## config.mk

```make
export PLATFORM = sky130hd
export DESIGN_NAME = alu_op_sequencer_flat
export DESIGN_NICKNAME = d
export VERILOG_FILES = /design/src/rtl/alu_op_sequencer_if.sv /design/src/rtl/alu_op_sequencer.sv /design/src/flat_wrapper.sv
export SDC_FILE = /design/constraint.sdc
export NUM_CORES = 1
export LEC_CHECK = 0
export ABC_AREA = 1
export CORE_MARGIN = 5
export CORE_UTILIZATION = 43
export CTS_CLUSTER_DIAMETER = 50
export DETAILED_ROUTE_END_ITERATION = 10
export GPL_TIMING_DRIVEN = 0
export PLACE_DENSITY = 0.89
export SYNTH_ARGS = -nofsm -noshare
export SYNTH_HDL_FRONTEND = slang
export SYNTH_SLANG_ARGS = --single-unit
```

## constraint.sdc

```tcl
create_clock -name Clock -period 2.29 [get_ports Clock]
set_input_delay 0.229 -clock Clock [delete_from_list [all_inputs] [get_ports Clock]]
set_output_delay 0.229 -clock Clock [all_outputs]
set_load 0.005 [all_outputs]
```

## src/rtl/alu_op_sequencer_if.sv

```systemverilog
// Command/strobe bundle between instruction decode, alu_op_sequencer and data_path.
// The decoder side uses modport master; the sequencer uses modport slave.
interface alu_op_sequencer_if;
  logic        start;
  logic        load_mode;
  logic [4:0]  op_in;
  logic [3:0]  ra;
  logic [3:0]  rb;
  logic [3:0]  rd;
  logic [3:0]  rd_hi;
  logic        busy;
  logic        done;
  logic [4:0]  op;
  logic [15:0] reg_out;
  logic [15:0] reg_in;
  logic        y_in;
  logic        z_high_in;
  logic        z_low_in;
  logic        z_low_out;
  logic        z_high_out;
  logic        mdr_in;
  logic        mdr_out;
  logic        read;

  modport master (
    output start, load_mode, op_in, ra, rb, rd, rd_hi,
    input  busy, done, op, reg_out, reg_in, y_in, z_high_in, z_low_in,
           z_low_out, z_high_out, mdr_in, mdr_out, read
  );

  modport slave (
    input  start, load_mode, op_in, ra, rb, rd, rd_hi,
    output busy, done, op, reg_out, reg_in, y_in, z_high_in, z_low_in,
           z_low_out, z_high_out, mdr_in, mdr_out, read
  );
endinterface

```

## src/rtl/alu_op_sequencer.sv

```systemverilog
// Control-step sequencer driving data_path strobes for one register-transfer command per start.
// Optional macro ZHIGH_WB_EN adds a WB_HI step writing Zhigh to rd_hi for wide ops.
module alu_op_sequencer #(
  parameter logic [4:0] UNARY_OP0 = 5'b10001,
  parameter logic [4:0] UNARY_OP1 = 5'b10010,
  parameter logic [4:0] WIDE_OP0  = 5'b01111,
  parameter logic [4:0] WIDE_OP1  = 5'b10000
) (
  input logic               Clock,
  input logic               clear,
  alu_op_sequencer_if.slave sq
);

  typedef enum logic [2:0] {
    IDLE,
    LD_MDR,
    LD_REG,
    OP_Y,
    EXEC,
    WB_LO,
`ifdef ZHIGH_WB_EN
    WB_HI,
`endif
    DONE
  } state_t;

  state_t      state_q, state_d;
  logic [4:0]  op_q;
  logic [3:0]  ra_q, rb_q, rd_q;
`ifdef ZHIGH_WB_EN
  logic [3:0]  rd_hi_q;
`endif

  logic        busy_c, done_c, y_in_c, z_high_in_c, z_low_in_c;
  logic        z_low_out_c, z_high_out_c, mdr_in_c, mdr_out_c, read_c;
  logic [4:0]  op_c;
  logic [15:0] reg_out_c, reg_in_c;

  function automatic logic is_unary(input logic [4:0] code);
    return (code == UNARY_OP0) || (code == UNARY_OP1);
  endfunction

`ifdef ZHIGH_WB_EN
  function automatic logic is_wide(input logic [4:0] code);
    return (code == WIDE_OP0) || (code == WIDE_OP1);
  endfunction
`endif

  function automatic logic [15:0] onehot(input logic [3:0] idx);
    return 16'(1) << idx;
  endfunction

  always_ff @(posedge Clock or posedge clear) begin
    if (clear) begin
      state_q <= IDLE;
    end else begin
      state_q <= state_d;
    end
  end

  // Command fields are only meaningful while busy, so they carry no reset.
  always_ff @(posedge Clock) begin
    if (state_q == IDLE && sq.start) begin
      op_q    <= sq.op_in;
      ra_q    <= sq.ra;
      rb_q    <= sq.rb;
      rd_q    <= sq.rd;
`ifdef ZHIGH_WB_EN
      rd_hi_q <= sq.rd_hi;
`endif
    end
  end

  always_comb begin
    state_d      = state_q;
    busy_c       = (state_q != IDLE);
    done_c       = 1'b0;
    op_c         = 5'b0;
    reg_out_c    = 16'h0000;
    reg_in_c     = 16'h0000;
    y_in_c       = 1'b0;
    z_high_in_c  = 1'b0;
    z_low_in_c   = 1'b0;
    z_low_out_c  = 1'b0;
    z_high_out_c = 1'b0;
    mdr_in_c     = 1'b0;
    mdr_out_c    = 1'b0;
    read_c       = 1'b0;
    case (state_q)
      IDLE: begin
        if (sq.start) begin
          if (sq.load_mode)          state_d = LD_MDR;
          else if (is_unary(sq.op_in)) state_d = EXEC;
          else                       state_d = OP_Y;
        end
      end
      LD_MDR: begin
        read_c   = 1'b1;
        mdr_in_c = 1'b1;
        state_d  = LD_REG;
      end
      LD_REG: begin
        mdr_out_c = 1'b1;
        reg_in_c  = onehot(rd_q);
        state_d   = DONE;
      end
      OP_Y: begin
        reg_out_c = onehot(ra_q);
        y_in_c    = 1'b1;
        state_d   = EXEC;
      end
      EXEC: begin
        // Unary ops skip the Y load, so the single operand goes straight onto the bus here.
        op_c        = op_q;
        reg_out_c   = is_unary(op_q) ? onehot(ra_q) : onehot(rb_q);
        z_high_in_c = 1'b1;
        z_low_in_c  = 1'b1;
        state_d     = WB_LO;
      end
      WB_LO: begin
        z_low_out_c = 1'b1;
        reg_in_c    = onehot(rd_q);
`ifdef ZHIGH_WB_EN
        state_d     = is_wide(op_q) ? WB_HI : DONE;
`else
        state_d     = DONE;
`endif
      end
`ifdef ZHIGH_WB_EN
      WB_HI: begin
        z_high_out_c = 1'b1;
        reg_in_c     = onehot(rd_hi_q);
        state_d      = DONE;
      end
`endif
      DONE: begin
        done_c  = 1'b1;
        state_d = IDLE;
      end
      default: state_d = IDLE;
    endcase
  end

  assign sq.busy       = busy_c;
  assign sq.done       = done_c;
  assign sq.op         = op_c;
  assign sq.reg_out    = reg_out_c;
  assign sq.reg_in     = reg_in_c;
  assign sq.y_in       = y_in_c;
  assign sq.z_high_in  = z_high_in_c;
  assign sq.z_low_in   = z_low_in_c;
  assign sq.z_low_out  = z_low_out_c;
  assign sq.z_high_out = z_high_out_c;
  assign sq.mdr_in     = mdr_in_c;
  assign sq.mdr_out    = mdr_out_c;
  assign sq.read       = read_c;

endmodule

```

## src/flat_wrapper.sv

```systemverilog
// flat-port wrapper written by rule: the top's interface ports become plain ports
module alu_op_sequencer_flat 
#(
  parameter logic [4:0] UNARY_OP0 = 5'b10001,
  parameter logic [4:0] UNARY_OP1 = 5'b10010,
  parameter logic [4:0] WIDE_OP0  = 5'b01111,
  parameter logic [4:0] WIDE_OP1  = 5'b10000
)
  (Clock, clear, sq_start, sq_load_mode, sq_op_in, sq_ra, sq_rb, sq_rd, sq_rd_hi, sq_busy, sq_done, sq_op, sq_reg_out, sq_reg_in, sq_y_in, sq_z_high_in, sq_z_low_in, sq_z_low_out, sq_z_high_out, sq_mdr_in, sq_mdr_out, sq_read);
  alu_op_sequencer_if sq_i ();
  input logic Clock;
  input logic clear;
  input wire logic [$bits(sq_i.start)-1:0] sq_start;
  input wire logic [$bits(sq_i.load_mode)-1:0] sq_load_mode;
  input wire logic [$bits(sq_i.op_in)-1:0] sq_op_in;
  input wire logic [$bits(sq_i.ra)-1:0] sq_ra;
  input wire logic [$bits(sq_i.rb)-1:0] sq_rb;
  input wire logic [$bits(sq_i.rd)-1:0] sq_rd;
  input wire logic [$bits(sq_i.rd_hi)-1:0] sq_rd_hi;
  output wire logic [$bits(sq_i.busy)-1:0] sq_busy;
  output wire logic [$bits(sq_i.done)-1:0] sq_done;
  output wire logic [$bits(sq_i.op)-1:0] sq_op;
  output wire logic [$bits(sq_i.reg_out)-1:0] sq_reg_out;
  output wire logic [$bits(sq_i.reg_in)-1:0] sq_reg_in;
  output wire logic [$bits(sq_i.y_in)-1:0] sq_y_in;
  output wire logic [$bits(sq_i.z_high_in)-1:0] sq_z_high_in;
  output wire logic [$bits(sq_i.z_low_in)-1:0] sq_z_low_in;
  output wire logic [$bits(sq_i.z_low_out)-1:0] sq_z_low_out;
  output wire logic [$bits(sq_i.z_high_out)-1:0] sq_z_high_out;
  output wire logic [$bits(sq_i.mdr_in)-1:0] sq_mdr_in;
  output wire logic [$bits(sq_i.mdr_out)-1:0] sq_mdr_out;
  output wire logic [$bits(sq_i.read)-1:0] sq_read;
  assign sq_i.start = sq_start;
  assign sq_i.load_mode = sq_load_mode;
  assign sq_i.op_in = sq_op_in;
  assign sq_i.ra = sq_ra;
  assign sq_i.rb = sq_rb;
  assign sq_i.rd = sq_rd;
  assign sq_i.rd_hi = sq_rd_hi;
  assign sq_busy = sq_i.busy;
  assign sq_done = sq_i.done;
  assign sq_op = sq_i.op;
  assign sq_reg_out = sq_i.reg_out;
  assign sq_reg_in = sq_i.reg_in;
  assign sq_y_in = sq_i.y_in;
  assign sq_z_high_in = sq_i.z_high_in;
  assign sq_z_low_in = sq_i.z_low_in;
  assign sq_z_low_out = sq_i.z_low_out;
  assign sq_z_high_out = sq_i.z_high_out;
  assign sq_mdr_in = sq_i.mdr_in;
  assign sq_mdr_out = sq_i.mdr_out;
  assign sq_read = sq_i.read;
  alu_op_sequencer #(.UNARY_OP0(UNARY_OP0), .UNARY_OP1(UNARY_OP1), .WIDE_OP0(WIDE_OP0), .WIDE_OP1(WIDE_OP1)) u_core (.Clock(Clock), .clear(clear), .sq(sq_i));
endmodule
```

After elaboration in Yosys (flattened, before gate mapping)
Cells that the tools add are included.
- bits in registers: 20
- input bits: 25
- output and inout port bits: 47
- word-level logic and storage cells: 39
- equality and inequality tests: 11
- shifts and indexed selects: 3
- mux-type cells: 14
- reduce and logical (&&, ||, !) cells: 6
- operator list (cell ; count):
    << shifter 1 x 4 -> 16 bit, first input constant ; 3
    2-to-1 mux 16 bit ; 2
    case mux 16 bit (2 select lines) ; 1
    == test 5 bit, second input constant ; 4
    case mux 3 bit (5 select lines) ; 1
    == test 3 bit, second input constant ; 3
    2-to-1 mux 3 bit ; 3
    == test 3 x 2 -> 1 bit, second input constant ; 2
    2-to-1 mux 1 bit ; 6
    2-to-1 mux 5 bit ; 1
    == test 3 x 1 -> 1 bit, second input constant ; 1
    logical NOT 3 bit ; 1
    nonzero test 3 bit ; 1
    logical OR 1 bit ; 2
    inequality test 2 bit, second input constant ; 1
    OR reduction 2 bit ; 1
    logical AND 1 bit ; 1

Logic depth before layout (Yosys ltp)
Gate-level depths: netlist of run 1.
- word-level depth: 6
- depth in mapped cells: 8
- depth with buffers taken out: 8

Least setup slack after synthesis of run 1
OpenSTA, ideal clock, no wires.
- kind: reg2reg
- start point: reg u_core.state_q[1]
- end point: reg u_core.op_q[0] (enable)
- library setup time: 391 ps
- data arrival time: 1484 ps
- required time: 1899 ps
- path slack: 415 ps
- stages on the path, launching flop included: 4
- path buffers: 0
- clock period less this slack: 1875 ps
- cell sequence: dfrtp_1 > nor2_1 > nand2_1 > nor2_1
- word-level cells in the longest chain between the ends: 2
- ends and longest elaborated chain (what ; RTL line ; RTL):
    start: declaration ; alu_op_sequencer.sv:27 ; state_t state_q, state_d;
    start signal: assignment ; alu_op_sequencer.sv:57 ; state_q <= state_d;
    logical NOT 3 bit ; alu_op_sequencer.sv:63 ; if (state_q == IDLE && sq.start) begin
    logical AND 1 bit ; alu_op_sequencer.sv:63 ;
    end signal: assignment ; alu_op_sequencer.sv:64 ; op_q <= sq.op_in;
    end: declaration ; alu_op_sequencer.sv:28 ; logic [4:0] op_q;
No other way between the ends.
A chain may end at the register's enable or synchronous reset.

Final worst setup path of run 1
- start point: reg u_core.op_q[3]
- end point: out sq_reg_out[13]
- word-level cells in the longest chain between the ends: 4
- elaborated cells between the ends (all ways): 5
- classes of those cells: eq/ne (2); mux (2); reduce/logical (1)
- ends and longest elaborated chain (what ; RTL line ; RTL):
    == test 5 bit ; alu_op_sequencer.sv:40 ; return (code == UNARY_OP0) || (code == UNARY_OP1);
    logical OR 1 bit (*) ; alu_op_sequencer.sv:40 ;
    2-to-1 mux 16 bit (*) ; alu_op_sequencer.sv:115 ; reg_out_c = is_unary(op_q) ? onehot(ra_q) : onehot(rb_q);
    case mux 16 bit (2 select lines) (*) ; alu_op_sequencer.sv:89 ; case (state_q)
    end: declaration ; flat_wrapper.sv:23 ; output wire logic [$bits(sq_i.reg_out)-1:0] sq_reg_out;
Mark *: on every way between the ends. The rest lies on a longest branch, timed or not.

==> results of run 1 <==
layout make-up:
class / count / area, sq um
well taps: 50 / 62.56
clock buffers: 4 / 55.05
plain buffers: 16 / 108.9
fillers: 362 / 1401
multi-input cells: 194 / 938.4
repair buffers: 67 / 668.1
flip-flops and latches: 20 / 588.1
inverters: 39 / 148.9
synth_stat cells:
cell,number,area share (%)
buf_2,8,2.3
nand2_1,83,18
inv_2,4,0.86
edfxtp_1,17,29
nor2_4,2,1.3
nand4_1,22,7.9
nor3_1,10,2.9
nand3_1,38,11
o21bai_1,1,0.43
nand2_2,1,0.36
clkbuf_1,1,0.22
or2_2,1,0.36
buf_6,2,1.3
a21oi_1,2,0.57
buf_4,5,2.2
nor2_8,1,1.1
nand2b_1,1,0.36
nor3_4,1,0.93
o21ai_0,1,0.29
nor3b_1,1,0.43
inv_1,35,7.5
dfrtp_1,3,4.3
conb_1,1,0.22
nor2_1,28,6.0
logic make-up (layout without fill, tap and decap cells):
logic type,Yosys count,in the layout,synth area share (%)
other cells,1,1,0.2153
flops,20,20,33.62
buf+inv,55,126,14.37
compound gates,4,4,1.293
simple gates,189,189,50.50
final timing paths:
check | from | to | depth (start not counted)
max | u_core.op_q[3] | sq_reg_out[13] | 8
min | clear | u_core.state_q[0] | 2
max reg2reg | u_core.state_q[1] | u_core.rb_q[2] | 3
min reg2reg | u_core.state_q[1] | u_core.state_q[2] | 2
max in group asynchronous | clear | u_core.state_q[1] | 2
min in group Clock | sq_rd[1] | u_core.rd_q[1] | 1
per-stage QoR:
| step | TNS (ps) | setup WS, ps | power [uW] | hold slack (ps) |
|---|---|---|---|---|
| floorplan | 0 | 415.3 | 1194 | -17.36 |
| global placement | 0 | 62.78 | 1610 | 413.7 |
| detailed placement | -1036 | -61.39 | 1638 | 423.7 |
| CTS | 0 | 40.68 | 1914 | 145.1 |
| global route | -87.40 | -38.26 | 2095 | 134.1 |
| finish | 0 | 110.6 | 1949 | 140.0 |
what timing repair did:
action                     4_1_cts  5_1_grt
setup endpoints to repair       27       27
setup buffers                    0        1
pin swaps                        0        1
hold buffers                     0        0
resized for setup                2       14
critical path, stage by stage (launching register included):
cell and delay (ps):
edfxtp_1 390, nor2_1 130, nand2_1 90, nor2_4 190, clkbuf_4 240, nand2_1 60, nand3_1 80, nand2_1 70
clkdlybuf4s50_1 450
state kept, by name (all words and copies together) (netlist names):
register        cells
u_core.op_q         5
u_core.ra_q         4
u_core.rb_q         4
u_core.rd_q         4
u_core.state_q      3
power by group:
group	total (uW)	leakage [uW]	switching (uW)	internal (uW)
sequential	577	0.000190	82.7	494
clock	265	0.0000288	113	153
combinational	1110	0.000983	615	492
total	1950	0.00120	810	1140
metal layers:
layer	track usage [%]	wire length, um
met5	0	0
met4	3.622	36
met3	2.736	355
met2	30.22	2381
met1	21.74	1929
==> results.cfg, run 1 <==
[clock_network]
cts_tree = yes
clk_latency_ps = 250
htree_levels = 1
cts-root-buf = clkbuf_8
path_clk_slew_ps = 70
cts_buffers = 3
clock_sinks = 20
cts.path.max_buffers = 2

[drt]
drc = 0
drt_wl_total_um = 4702
drtIter0Drc = 180
firstDrtPassIters = 4
wl_per_cell_um = 12.06
vias = 1983
ant_nets = 0
viasPerCell = 5.085

[sta]
post-route-min-period_ps = 2179
drv_slew = 0
timing.fmax_mhz = 458.8
maxSlewHeadroom_pct = 40.55
clock_skew_ps = 2.932
rsz0062_at_grt = yes
worst_pin_slew_ps = 890.7
period_share_pct = 95.17
finalHoldViolations = 0
final-setup-viol-count = 0

[synthesis]
synth_area_sq_um = 1742
synth_cells = 269
avgSynthCellArea_sq_um = 6.475
synth_seq_cells = 20
synth_cell_types = 24
ys_warn_count = 0
yosysSeqAreaShare_pct = 33.62
syn-num-nets = 294

[layout]
mostFrequentLayoutCells = nand2_1 (82), clkdlybuf4s50_1 (66), nand3_1 (38)
final_common_cell = nand2_1
final_core_util_pct = 64.71
layout.cells.non_filler = 390
diodes = 0
synthToLayoutAreaGrowth_pct = 47.56
drive_gt1_share_pct = 12.06
final_area_sq_um = 2570
layout.nets = 366

[critical_path]
start_kind = flip-flop
crit_fanout = 10
rrSetupSlack_ps = 520
required_ps = 2060
cp.arrival_ps = 1950
critical_path_class = reg2out
crit_path_end_kind = output port

[floorplan]
dieHeight_um = 73.64
initial_utilization_pct = 43.86
num_io_pins = 72
fp.dieArea_sq_um = 5423
row_count = 23
fp.dieW_um = 73.64
fp.coreArea_sq_um = 3971

[placement]
placed_area_sq_um = 2465
place.gp.congestion = 0.8742
io_buffer_count = 66
dp.cells = 385
hpwl_um = 3708

[grt]
grt.overflow.total = 0
grt_pass1_wl_um = 7445
grt_pass1_vias = 1734
grt.total_usage_pct = 17.08
antenna_found_initial = 0
grt_max_degree = 18

[pwr]
power_leakage_uw = 0.001201
power_density_nw_per_um2 = 758.5
vdd_ir_drop_max_v = 0.0006781

[flow_run]
drv_cap = 0

[hold_path]
hold_class = in2async

[status]
outcome = completed
No activity file was read; power rests on OpenSTA's default activity.
==> inputs of run 2 (changes only) <==
==> constraint.sdc (replaced) <==
create_clock -name Clock -period 2.29 [get_ports Clock]
set_input_delay 0.229 -clock Clock [delete_from_list [all_inputs] [get_ports Clock]]
set_output_delay 0.229 -clock Clock [all_outputs]
set_load 0.01 [all_outputs]
==> run 2 against run 1 <==
Largest cell class unchanged. Sequential share of layout area fell by 0.31 points. Clock skew about the same. Design area increased by 1.4%. Register-to-register slack about the same. Power up 4.1%. Die area did not move. Via count decreased by 0.10%. Count of clock-buffer cells in the layout is the same. Core utilization up 0.88 points. Clock power barely moved. Critical endpoint is now sq_reg_out[0]. First-iteration DRC count is 15% higher. Critical path depth up 1.
==> results.cfg, run 2 (same netlist as run 1, synthesis figures left out) <==
[status]
outcome = completed

[drt]
vias = 1981
viasPerCell = 5.054
firstDrtPassIters = 4
drt_wl_total_um = 4775
wl_per_cell_um = 12.18
ant_nets = 0
drtIter0Drc = 207
drc = 0

[layout]
final_core_util_pct = 65.60
regMostFlops = u_core.op_q
final_common_cell = nand2_1
largest_reg_flops = 5
drive_gt1_share_pct = 12.57
synthToLayoutAreaGrowth_pct = 49.57
layout.nets = 368
diodes = 0
layout.area.seq_sq_um = 588.1
num-fill-cells = 358
multiInputGateArea_sq_um = 938.4
mostFrequentLayoutCells = nand2_1 (82), clkdlybuf4s50_1 (58), nand3_1 (38)

[floorplan]
initial_utilization_pct = 43.86
dieHeight_um = 73.64
fp.dieW_um = 73.64
fp.dieArea_sq_um = 5423
row_count = 23
fp.coreArea_sq_um = 3971
num_io_pins = 72

[critical_path]
crit_chain = inv_1, nand2_1, nor2_1, nand2_2, buf_4, nand2_1, nand3_1, nand2_1, clkdlybuf4s50_1
cp_num_buf_inv = 3
cp_slowest_cell = clkdlybuf4s50_1
cpMostUsedCell = nand2_1
rrSetupSlack_ps = 520
critPathMaxStageDelay_ps = 540
crit_path_end_kind = output port
critical_path_class = reg2out
crit_fanout = 10
required_ps = 2060
cp_top_family = buffers and inverters
start_kind = flip-flop
cp.arrival_ps = 1960

[clock_network]
cts_buffers = 3
cts_tree = yes
path_clk_slew_ps = 70
cts-root-buf = clkbuf_8
clock_sinks = 20
cts.path.max_buffers = 2
clk_latency_ps = 250
hold_buffers = 0
htree_levels = 1

[pwr]
p_comb_share_pct = 58.4
p_sw_uw = 868.2
power_density_nw_per_um2 = 779.0
power_leakage_uw = 0.001360
vdd_ir_drop_max_v = 0.0007612
p_clk_share_pct = 13.1
p_seq_share_pct = 28.5
internal-power_uw = 1161
power.share.switching_pct = 42.78

[flow_run]
drv_cap = 0

[hold_path]
hold_class = in2async

[sta]
worst_pin_slew_ps = 886.1
timing.fmax_mhz = 457.0
setup_ws_ps = 101.6
clock_skew_ps = 3.149
post-route-min-period_ps = 2188
final-setup-viol-count = 0
maxSlewHeadroom_pct = 40.86
period_share_pct = 95.56
drv_slew = 0
finalHoldViolations = 0

[grt]
grt_pass1_wl_um = 7396
grt_max_degree = 18
antenna_found_initial = 0
grt.total_usage_pct = 16.94
grt.overflow.total = 0
grt_pass1_vias = 1718

[placement]
place.gp.congestion = 0.8742
hpwl_um = 3708
io_buffer_count = 66
dp_slack_ps = -61.39
[run 2: cell count changes in the layout (fill, tap and decap cells not counted), sizes merged]
cell,previous run,this run
clkdlybuf4s50,66,58
dlymetal6s2s,0,8
buf,15,18
clkbuf,6,5
[run 2: power groups by stage]
stage | Clock, uW | Combinational [uW] | Sequential, uW
floorplan | 0 | 697 | 550
global placement | 0 | 1100 | 561
detailed placement | 0 | 1130 | 566
CTS | 273 | 1130 | 560
global route | 291 | 1300 | 584
finish | 266 | 1190 | 578
[run 2: path summary, 6_finish.rpt]
path | to | cells past startpoint | startpoint
max in group asynchronous | u_core.state_q[1] | 2 | clear
max reg2reg | u_core.rb_q[2] | 3 | u_core.state_q[1]
min in group Clock | u_core.rd_q[1] | 1 | sq_rd[1]
min reg2reg | u_core.state_q[2] | 2 | u_core.state_q[1]
min | u_core.state_q[0] | 2 | clear
max | sq_reg_out[0] | 9 | u_core.op_q[2]
[run 2: layer usage]
metal | share of wire, % | up-vias | global-route usage [%] | wire, um
met5 | 0 | - | 0 | 0
met3 | 7.6 | 6 | 2.599 | 363
met4 | 0.92 | 0 | 3.219 | 44
met1 | 40 | 887 | 21.83 | 1907
li1 | - | 1016 | - | -
met2 | 51 | 72 | 29.92 | 2459
[run 2: per-stage QoR]
step | TNS (ps) | power [uW] | cell area (sq um) | hold slack, ps | cells
after floorplan | 0 | 1247 | 1742 | -17.36 | 269
after global placement | 0 | 1665 | 2465 | 413.7 | 385
after detailed placement | -1036 | 1692 | 2465 | 423.7 | 385
after CTS | 0 | 1967 | 2522 | 145.1 | 389
after global routing | -116.4 | 2172 | 2605 | 134.1 | 392
final | 0 | 2029 | 2605 | 139.2 | 392
[run 2: timing repair]
item                                    4_1_cts  5_1_grt
endpoints found under the setup margin       29       30
pin swaps                                     0        2
buffers inserted                              0        3
resized for setup                             1       23
[run 2: final cells by class]
type / instances / share of cell area (%)
well taps: 50 / 2.402
inverters: 39 / 5.716
plain buffers: 16 / 4.179
multi-input cells: 194 / 36.02
flip-flops and latches: 20 / 22.57
clock buffers: 4 / 2.113
repair buffers: 69 / 26.99
